[src/rtl/mio_bus_v2.sv]
// rtl/mio_bus_v2.sv - memory-mapped I/O bus: VGA, keyboard FIFO, display/LED registers, error flag
// Region decode on address bits [31:28]; all read data is combinational for the single-cycle CPU.

module mio_kbd_fifo #(
   parameter int DEPTH = 8
) (
   input  logic                     clk,
   input  logic                     rst,
   input  logic                     push,
   input  logic [7:0]               data,
   input  logic                     pop,
   output logic [7:0]               head,
   output logic [$clog2(DEPTH):0]   count,
   output logic                     empty,
   output logic                     full,
   output logic                     drop
);
   localparam int AW = $clog2(DEPTH);
   localparam int CW = AW + 1;

   logic [7:0]    mem [DEPTH];
   logic [AW-1:0] wptr;
   logic [AW-1:0] rptr;
   logic          pop_ok;
   logic          push_ok;

   assign empty   = (count == '0);
   assign full    = (count == CW'(DEPTH));
   assign pop_ok  = pop & ~empty;
   // A pop in the same cycle frees the slot, so a push into a full FIFO still lands.
   assign push_ok = push & (~full | pop_ok);
   assign drop    = push & full & ~pop_ok;
   assign head    = mem[rptr];

   always_ff @(posedge clk) begin
      if (rst) begin
         wptr  <= '0;
         rptr  <= '0;
         count <= '0;
      end else begin
         if (push_ok)
            wptr <= wptr + AW'(1);
         if (pop_ok)
            rptr <= rptr + AW'(1);
         count <= count + CW'(push_ok) - CW'(pop_ok);
      end
   end

   always_ff @(posedge clk) begin
      if (push_ok && !rst)
         mem[wptr] <= data;
   end
endmodule

module mio_bus_v2 #(
   parameter int DATA_W    = 32,
   parameter int VGA_RD_W  = 7,
   parameter int KBD_DEPTH = 8
) (
   input  logic                clk,
   input  logic                rst,
   input  logic [31:0]         cpu_mem_a,
   input  logic [DATA_W-1:0]   d_t_mem,
   output logic [DATA_W-1:0]   d_f_mem,
   input  logic                cpu_rd,
   input  logic                cpu_wr,
   output logic [31:0]         vga_a,
   output logic [DATA_W-1:0]   d_t_vga,
   input  logic [VGA_RD_W-1:0] d_f_vga,
   output logic                wvram,
   input  logic                kbd_valid,
   input  logic [7:0]          kbd_data,
   output logic [31:0]         disp_num,
   output logic [7:0]          led,
   output logic                bus_err
);
   localparam int CW = $clog2(KBD_DEPTH) + 1;

   logic [3:0]    region;
   logic          sel_vga;
   logic          sel_kdata;
   logic          sel_kstat;
   logic          sel_out;
   logic          unmapped;
   logic          rd_eff;
   logic          ovf;
   logic          ready;
   logic          full;
   logic          empty;
   logic          drop;
   logic [7:0]    head;
   logic [CW-1:0] count;
   logic [31:0]   wd32;
   logic [31:0]   rd32;

   assign region    = cpu_mem_a[31:28];
   assign sel_vga   = (region == 4'hC);
   assign sel_kdata = (region == 4'hD);
   assign sel_kstat = (region == 4'hE);
   assign sel_out   = (region == 4'hF);
   assign unmapped  = (region[3:2] != 2'b11);
   // A simultaneous write takes the bus; the read then has no side effects.
   assign rd_eff    = cpu_rd & ~cpu_wr;
   assign ready     = ~empty;
   assign wd32      = 32'(d_t_mem);

   assign vga_a   = cpu_mem_a;
   assign d_t_vga = d_t_mem;
   assign wvram   = cpu_wr & sel_vga;

   mio_kbd_fifo #(.DEPTH(KBD_DEPTH)) u_kbd_fifo (
      .clk   (clk),
      .rst   (rst),
      .push  (kbd_valid),
      .data  (kbd_data),
      .pop   (rd_eff & sel_kdata),
      .head  (head),
      .count (count),
      .empty (empty),
      .full  (full),
      .drop  (drop)
   );

   always_ff @(posedge clk) begin
      if (rst) begin
         ovf      <= 1'b0;
         bus_err  <= 1'b0;
         disp_num <= '0;
         led      <= '0;
      end else begin
         if (drop)
            ovf <= 1'b1;
         else if (rd_eff && sel_kstat)
            ovf <= 1'b0;
         if ((cpu_rd || cpu_wr) && unmapped)
            bus_err <= 1'b1;
         if (cpu_wr && sel_out) begin
            if (cpu_mem_a[2])
               led <= wd32[7:0];
            else
               disp_num <= wd32;
         end
      end
   end

   always_comb begin
      rd32 = '0;
      if (sel_vga)
         rd32 = 32'(d_f_vga);
      else if (sel_kdata)
         rd32 = ready ? {23'h0, 1'b1, head} : 32'h0;
      else if (sel_kstat)
         rd32 = {8'h0, 8'(count), 6'h0, ovf, ready, 8'h0};
      else if (sel_out)
         rd32 = cpu_mem_a[2] ? {24'h0, led} : disp_num;
   end

   assign d_f_mem = DATA_W'(rd32);
endmodule
[config.mk]
export PLATFORM = sky130hd
export DESIGN_NAME = mio_bus_v2
export DESIGN_NICKNAME = d
export VERILOG_FILES = /design/src/rtl/mio_bus_v2.sv
export SDC_FILE = /design/constraint.sdc
export NUM_CORES = 1
export LEC_CHECK = 0
export ABC_AREA = 0
export BUFFER_PORTS_ARGS = -buffer_cell sky130_fd_sc_hd__buf_4
export CORE_AREA = 5 5 112 114
export DETAILED_ROUTE_END_ITERATION = 10
export DIE_AREA = 0 0 117 119
export PLACE_DENSITY = 0.9
export SYNTH_ARGS = -nofsm -noshare
export SYNTH_HDL_FRONTEND = slang
export SYNTH_SLANG_ARGS = --single-unit
[constraint.sdc]
create_clock -name clk -period 3.1 [get_ports clk]
set_input_delay 0.31 -clock clk [delete_from_list [all_inputs] [get_ports clk]]
set_output_delay 0.31 -clock clk [all_outputs]
set_load 0.01 [all_outputs]
==> results of run 1 <==
metal layers:
metal / global-route usage (%) / up-vias / part of all wire [%]
li1: - / 1894 / -
met4: 7.24 / 0 / 2.5
met3: 7.00 / 33 / 9.6
met1: 24.6 / 2007 / 35
met2: 38.1 / 242 / 53
met5: 0 / - / 0
cells by family after synthesis:
kind of cell | synth area share (%)
buf+inv | 11.2
compound gates | 7.75
flops | 55.1
fa+ha+maj | 1.96
xor+xnor | 0.638
simple gates | 13.6
mux | 9.85
flip-flops by register name, summed over array words and instances, names as in the netlist, named ones only:
| name | count |
|---|---|
| led | 8 |
| disp_num | 32 |
| ovf | 1 |
| u_kbd_fifo.wptr | 3 |
| u_kbd_fifo.mem | 64 |
| bus_err | 1 |
| u_kbd_fifo.count | 4 |
| u_kbd_fifo.rptr | 3 |
power groups by stage:
| stage | Combinational, mW | Clock (mW) | Sequential (mW) |
|---|---|---|---|
| after detailed placement | 0.446 | 0 | 1.77 |
| after CTS | 0.456 | 2.04 | 1.74 |
| after global routing | 0.493 | 2.13 | 1.75 |
| after global placement | 0.423 | 0 | 1.77 |
| after floorplan | 0.309 | 0 | 1.77 |
| final | 0.458 | 2.02 | 1.74 |
worst reg2reg max path: cells and delay by family (launching register included):
kind	cells	cell delay, ns
XOR/XNOR	1	0.18
adder cells (fa/ha/maj)	3	0.82
buffers and inverters	2	0.13
flip-flops	1	0.30
AND/OR/NAND/NOR	5	1.05
worst paths after layout:
kind | endpoint | slack (ns) | cells after the start
max | d_f_mem[4] | 0.24 | 7
min | u_kbd_fifo.mem[6][5] | 0.14 | 1
min reg2reg | disp_num[12] | 0.47 | 2
max reg2reg | u_kbd_fifo.count[2] | 0.48 | 11
area by class of cell:
| cell class | instances | area share, % |
|---|---|---|
| Inverter | 10 | 0.534 |
| Clock inverter | 15 | 2.62 |
| Tap cell | 143 | 2.54 |
| Sequential cell | 119 | 43.0 |
| Multi-Input combinational cell | 270 | 26.4 |
| Clock buffer | 17 | 6.05 |
| Timing Repair Buffer | 177 | 18.9 |
cell usage after synthesis (2+ instances only):
cell type                   instances  area [um^2]
sky130_fd_sc_hd__nand2_1           73          274
sky130_fd_sc_hd__buf_4             64          480
sky130_fd_sc_hd__edfxtp_1          64         1920
sky130_fd_sc_hd__dfxtp_1           55         1100
sky130_fd_sc_hd__a21oi_1           37          185
sky130_fd_sc_hd__nor2_1            32          120
sky130_fd_sc_hd__and3_1            19          119
sky130_fd_sc_hd__clkbuf_1          18         67.6
sky130_fd_sc_hd__mux2i_1           18          180
sky130_fd_sc_hd__mux4_2            16          360
sky130_fd_sc_hd__inv_1             10         37.5
sky130_fd_sc_hd__a221o_1            7         70.1
sky130_fd_sc_hd__a2bb2oi_1          7         61.3
sky130_fd_sc_hd__ha_1               7         87.6
sky130_fd_sc_hd__nor3_1             7         35.0
sky130_fd_sc_hd__o21ai_0            6         30.0
sky130_fd_sc_hd__buf_2              5         25.0
sky130_fd_sc_hd__nand3_1            5         25.0
sky130_fd_sc_hd__nand2b_1           4         25.0
sky130_fd_sc_hd__nor2b_1            3         18.8
sky130_fd_sc_hd__xnor2_1            3         26.3
sky130_fd_sc_hd__a22o_1             2         17.5
sky130_fd_sc_hd__nor4_1             2         12.5
sky130_fd_sc_hd__or4_1              2         15.0
metrics by stage:
step / hold WS (ns) / worst slack, ns / instance area, um^2
final: 0.136 / 0.240 / 7030
after global placement: 0.453 / 0.689 / 6420
after global routing: 0.118 / 0.159 / 7030
after detailed placement: 0.466 / 0.538 / 6420
after floorplan: 0.409 / 0.601 / 5490
after CTS: 0.119 / 0.280 / 7030
==> run summary, run 1 <==
### Run status
* run status: complete, no violations

### Flow run
* max-cap violation count: 0

### CTS
* clock tree from TritonCTS: built
* number of levels in the clock H-tree: 4
* number of sinks on the clock net: 119
* clock edge transition at the registers on the reported setup and hold paths: 0.06 ns
* total clock buffers created by CTS: 17
* # resized after CTS: 0
* post-CTS setup buffers: 0
* library cell used as clock root buffer: sky130_fd_sc_hd__clkbuf_16
* deepest clock path buffer count: 2
* number of buffers added to fix hold violations after cts: 0
* worst skew pair latency: 0.41 ns

### Place
* Final GP Congestion: 0.836
* cell total after placement: 719
* HPWL reported at the end of detailed placement: 11,100 um
* Port Buffers: 167

### Synthesis
* number of storage elements in the synthesis netlist: 119
* net count after synthesis: 579
* total number of yosys warnings: 0
* mean instance size in the synthesized netlist: 11.3 um^2
* FFs w/ async S/R, synth: 0%
* share of the yosys chip area belonging to registers: 55.1%
* synthesized netlist cell count: 487
* post-synth design cell area: 5490 um^2
* number of enable-type register cells in the synthesized netlist: 64
* Distinct cells, synth: 45
* flip-flop cell with the highest count after synthesis: sky130_fd_sc_hd__edfxtp_1

### Final layout
* most common cell after layout, fill and taps aside: sky130_fd_sc_hd__buf_4
* number of filler cells placed in the layout: 858
* Util after Layout: 62.1%
* Antenna Diode Count: 0
* post-layout instance count excluding filler cells: 751
* Syn-to-layout area delta: 28.1%
* most frequent cells in the layout: 177 x sky130_fd_sc_hd__buf_4, 73 x sky130_fd_sc_hd__nand2_1, 64 x sky130_fd_sc_hd__edfxtp_1, 55 x sky130_fd_sc_hd__dfxtp_1, 37 x sky130_fd_sc_hd__a21oi_1
* area of the multi-input gates: 1850 um^2
* area of all sequential standard cells: 3020 um^2
* layout cells sized above 1: 37.5%
* final-stage net count: 687

### STA
* measured slew at the worst slew-check pin: 0.871 ns
* worst-case headroom to the max-slew limit: 41.7%
* TNS Setup: 0 ns
* min Tclk post-route: 2.86 ns
* upper clock frequency limit: 350 MHz
* largest clock skew in the final design: 0.00876 ns
* setup violators final: 0
* Max Transition Viols Final: 0
* fin crit share: 92.3%
* final hold violation count: 0
* unrepaired setup endpoints after global routing: false

### Critical path
* worst path bufs/invs: 2
* critical register-to-register path startpoint: u_kbd_fifo.count[2]
* maximum fanout along the worst path: 7
* Setup crit start kind: flop
* worst path arrival time: 2.55 ns
* required time of the critical path: 2.79 ns
* Slowest cell on crit path: sky130_fd_sc_hd__nor2_1
* largest stage delay on the critical path: 0.56 ns
* critical path start-end classification: flop to output port
* launch point of the worst path: u_kbd_fifo.count[2]
* Crit path max-delay family: simple AND/OR/NAND/NOR gates
* critical-path cell list: inv_1 > ha_1 > nor3b_1 > or2_1 > nor2_1 > a221o_1 > buf_4
* CP Capture Type: output port

### Die
* horizontal extent of the die: 117 um
* core footprint: 11,300 um^2
* die height: 119 um
* Placement Rows: 39
* initial standard-cell utilization of the core: 48.5%
* Total Die Area: 13,900 um^2
* I/O pin cnt: 222

### GRT
* initial antenna violation count: 0
* GRT Resource Usage Total: 21.7%
* vias in the first global route: 4,203
* maximum number of pins on one net before global-route repair: 60
* GR Overflow Total: 0
* wire length of the first global-routing pass: 22,900 um

### Pwr
* standby leakage power: 2.85 nW
* Comb power frac: 10.9%
* VDD IR-drop max: 0.482 mV
* power density relative to cell area: 600 nW/um^2
* Net Switching: 1.08 mW
* clock group share of total power: 47.9%
* internal power of the cells: 3.14 mW
* total power after layout: 4.22 mW
* switching portion of total power: 25.5%
* share of total power in sequential cells: 41.3%

### Route
* post-DR wirelength/cell: 20.4 um
* total detailed-routing wirelength: 15,300 um
* count of antenna-violating nets left after detailed routing: 0
* Initial DRC Count: 343
* Avg Vias per Cell: 5.56
* router iterations before antenna repair: 6
* Post-route DRC: 0
* total via count in the routed design: 4,176

### Worst hold path
* min-delay worst type: input port to flop
* critical hold path startpoint: kbd_data[5]

Note: power is estimated with default switching activity, not from simulation.
==> run 2, diff against run 1 <==
- PLACE_DENSITY: 0.9 -> default
- PLACE_DENSITY_LB_ADDON: default -> 0.1
- SKIP_LAST_GASP: default -> 1
==> run 2 against run 1 <==
- non-clock buffer count increased by 2
- combinational power decreased by 4%
- utilization increased by 0.30 points
- power increased by 0.75%
- design area increased by 0.48%
- first-iteration DRC count decreased by 42%
- critical path depth unchanged
- clock power increased by 2%
- flip-flop and latch count unchanged
- clock skew decreased by 0.0032 ns
- worst setup slack improved by 0.11 ns
- fmax increased by 4.1%
- largest power group unchanged
==> run summary, run 2 (synthesis gave the netlist of run 1 again) <==
### Run status
* run status: complete, no violations

### Pwr
* power density relative to cell area: 602 nW/um^2
* standby leakage power: 2.86 nW
* total power after layout: 4.25 mW
* VDD IR-drop max: 0.374 mV

### GRT
* wire length of the first global-routing pass: 21,400 um
* GR Overflow Total: 0
* grt peak-use layer: met2
* grt met2 use: 36.0%
* global routing usage on met3: 4.77%
* initial antenna violation count: 0
* maximum number of pins on one net before global-route repair: 60
* GRT Resource Usage Total: 20.5%
* vias in the first global route: 3,893
* Global Route met1 Usage: 24.2%

### Critical path
* critical-path cell list: inv_1 > ha_1 > nor3b_1 > or2_1 > nor2_1 > a221o_1 > buf_4
* required time of the critical path: 2.79 ns
* internal reg-to-reg setup slack: 0.63 ns
* worst path arrival time: 2.44 ns
* critical path start-end classification: flop to output port
* largest stage delay on the critical path: 0.52 ns
* Setup crit start kind: flop
* maximum fanout along the worst path: 7
* Slowest cell on crit path: sky130_fd_sc_hd__nor2_1
* CP Capture Type: output port

### Final layout
* final-stage net count: 689
* Antenna Diode Count: 0
* most frequent cells in the layout: 179 x sky130_fd_sc_hd__buf_4, 73 x sky130_fd_sc_hd__nand2_1, 64 x sky130_fd_sc_hd__edfxtp_1, 55 x sky130_fd_sc_hd__dfxtp_1, 37 x sky130_fd_sc_hd__a21oi_1
* most common cell after layout, fill and taps aside: sky130_fd_sc_hd__buf_4
* Syn-to-layout area delta: 28.7%
* top flop regs: u_kbd_fifo.mem (64), disp_num (32), led (8)
* layout cells sized above 1: 37.7%
* Layout Cell Area excl Fill: 7060 um^2
* Largest Register: u_kbd_fifo.mem
* max FFs per register: 64

### CTS
* library cell used as clock root buffer: sky130_fd_sc_hd__clkbuf_16
* deepest clock path buffer count: 2
* # resized after CTS: 0
* number of sinks on the clock net: 119
* clock edge transition at the registers on the reported setup and hold paths: 0.06 ns
* clock tree from TritonCTS: built
* worst skew pair latency: 0.41 ns
* total clock buffers created by CTS: 17
* post-CTS setup buffers: 0
* number of levels in the clock H-tree: 4
* number of buffers added to fix hold violations after cts: 0

### Place
* Port Buffers: 167
* HPWL reported at the end of detailed placement: 10,600 um
* Worst Setup Slack post-DPL: 0.615 ns
* post-detailed-placement cell area: 6440 um^2
* Final GP Congestion: 0.790

### Route
* total detailed-routing wirelength: 14,200 um
* Initial DRC Count: 198
* count of antenna-violating nets left after detailed routing: 0
* total via count in the routed design: 3,969
* post-DR wirelength/cell: 18.9 um
* Post-route DRC: 0
* Avg Vias per Cell: 5.27
* router iterations before antenna repair: 4

### STA
* unrepaired setup endpoints after global routing: false
* min Tclk post-route: 2.75 ns
* fin crit share: 88.7%
* upper clock frequency limit: 364 MHz
* setup violators final: 0
* Max Transition Viols Final: 0
* final hold violation count: 0
* TNS Setup: 0 ns
* measured slew at the worst slew-check pin: 0.782 ns
* worst-case headroom to the max-slew limit: 47.8%
* largest clock skew in the final design: 0.00560 ns
* worst-case setup margin in the final layout: 0.352 ns

### Flow run
* max-cap violation count: 0

### Die
* die height: 119 um
* horizontal extent of the die: 117 um
* Placement Rows: 39
* initial standard-cell utilization of the core: 48.5%
* core footprint: 11,300 um^2
* Total Die Area: 13,900 um^2
* I/O pin cnt: 222

### Worst hold path
* min-delay worst type: input port to flop

==> run 2: changes by cell type in the layout (fill, tap and decap cells not counted), sizes merged <==
cell,previous run,this run
clkinvlp,1,2
buf,177,179
bufinv,2,3
clkinv,2,0
==> run 2: metal layers <==
metal	vias up	wire, um
li1	1898	-
met1	1908	5360
met2	146	7580
met3	17	1070
met4	0	213
met5	-	0
==> run 2: cell type report <==
class                           instances  area (um^2)
Multi-Input combinational cell        270         1850
Fill cell                             920         4260
Tap cell                              143          179
Clock buffer                           17          425
Timing Repair Buffer                  179         1340
Inverter                               10         37.5
Clock inverter                         15          203
Sequential cell                       119         3020
==> run 2: report_power, final <==
group / leakage (nW) / switching [mW] / internal [mW] / total, mW
clock network: 0.304 / 0.771 / 1.30 / 2.07
logic: 1.54 / 0.235 / 0.206 / 0.441
registers: 1.02 / 0.0290 / 1.71 / 1.74
==> run 2: critical path, delay by kind of cell (launching register included) <==
kind	cells	cell delay [ns]
adders and majority gates	1	0.24
buffers and inverters	2	0.20
AOI/OAI and AO/OA	1	0.30
and+or+nand+nor	3	0.99
DFF	1	0.30
==> run 2: final timing paths <==
| kind | from | to | depth (start not counted) |
|---|---|---|---|
| hold / removal | kbd_data[5] | u_kbd_fifo.mem[7][5] | 1 |
| setup / recovery | u_kbd_fifo.count[2] | d_f_mem[6] | 7 |
| setup reg to reg | u_kbd_fifo.count[2] | u_kbd_fifo.count[2] | 11 |
| hold reg to reg | disp_num[21] | disp_num[21] | 2 |
==> run 2: through the flow <==
| stage | util, % | hold WS (ns) | std cells |
|---|---|---|---|
| 5_1_grt | 62.4 | 0.117 | 753 |
| 3_5_place_dp | 56.9 | 0.459 | 721 |
| 3_3_place_gp | 56.9 | 0.456 | 721 |
| 6_report | 62.4 | 0.131 | 753 |
| 4_1_cts | 62.4 | 0.110 | 753 |
| 2_1_floorplan | - | 0.409 | 487 |
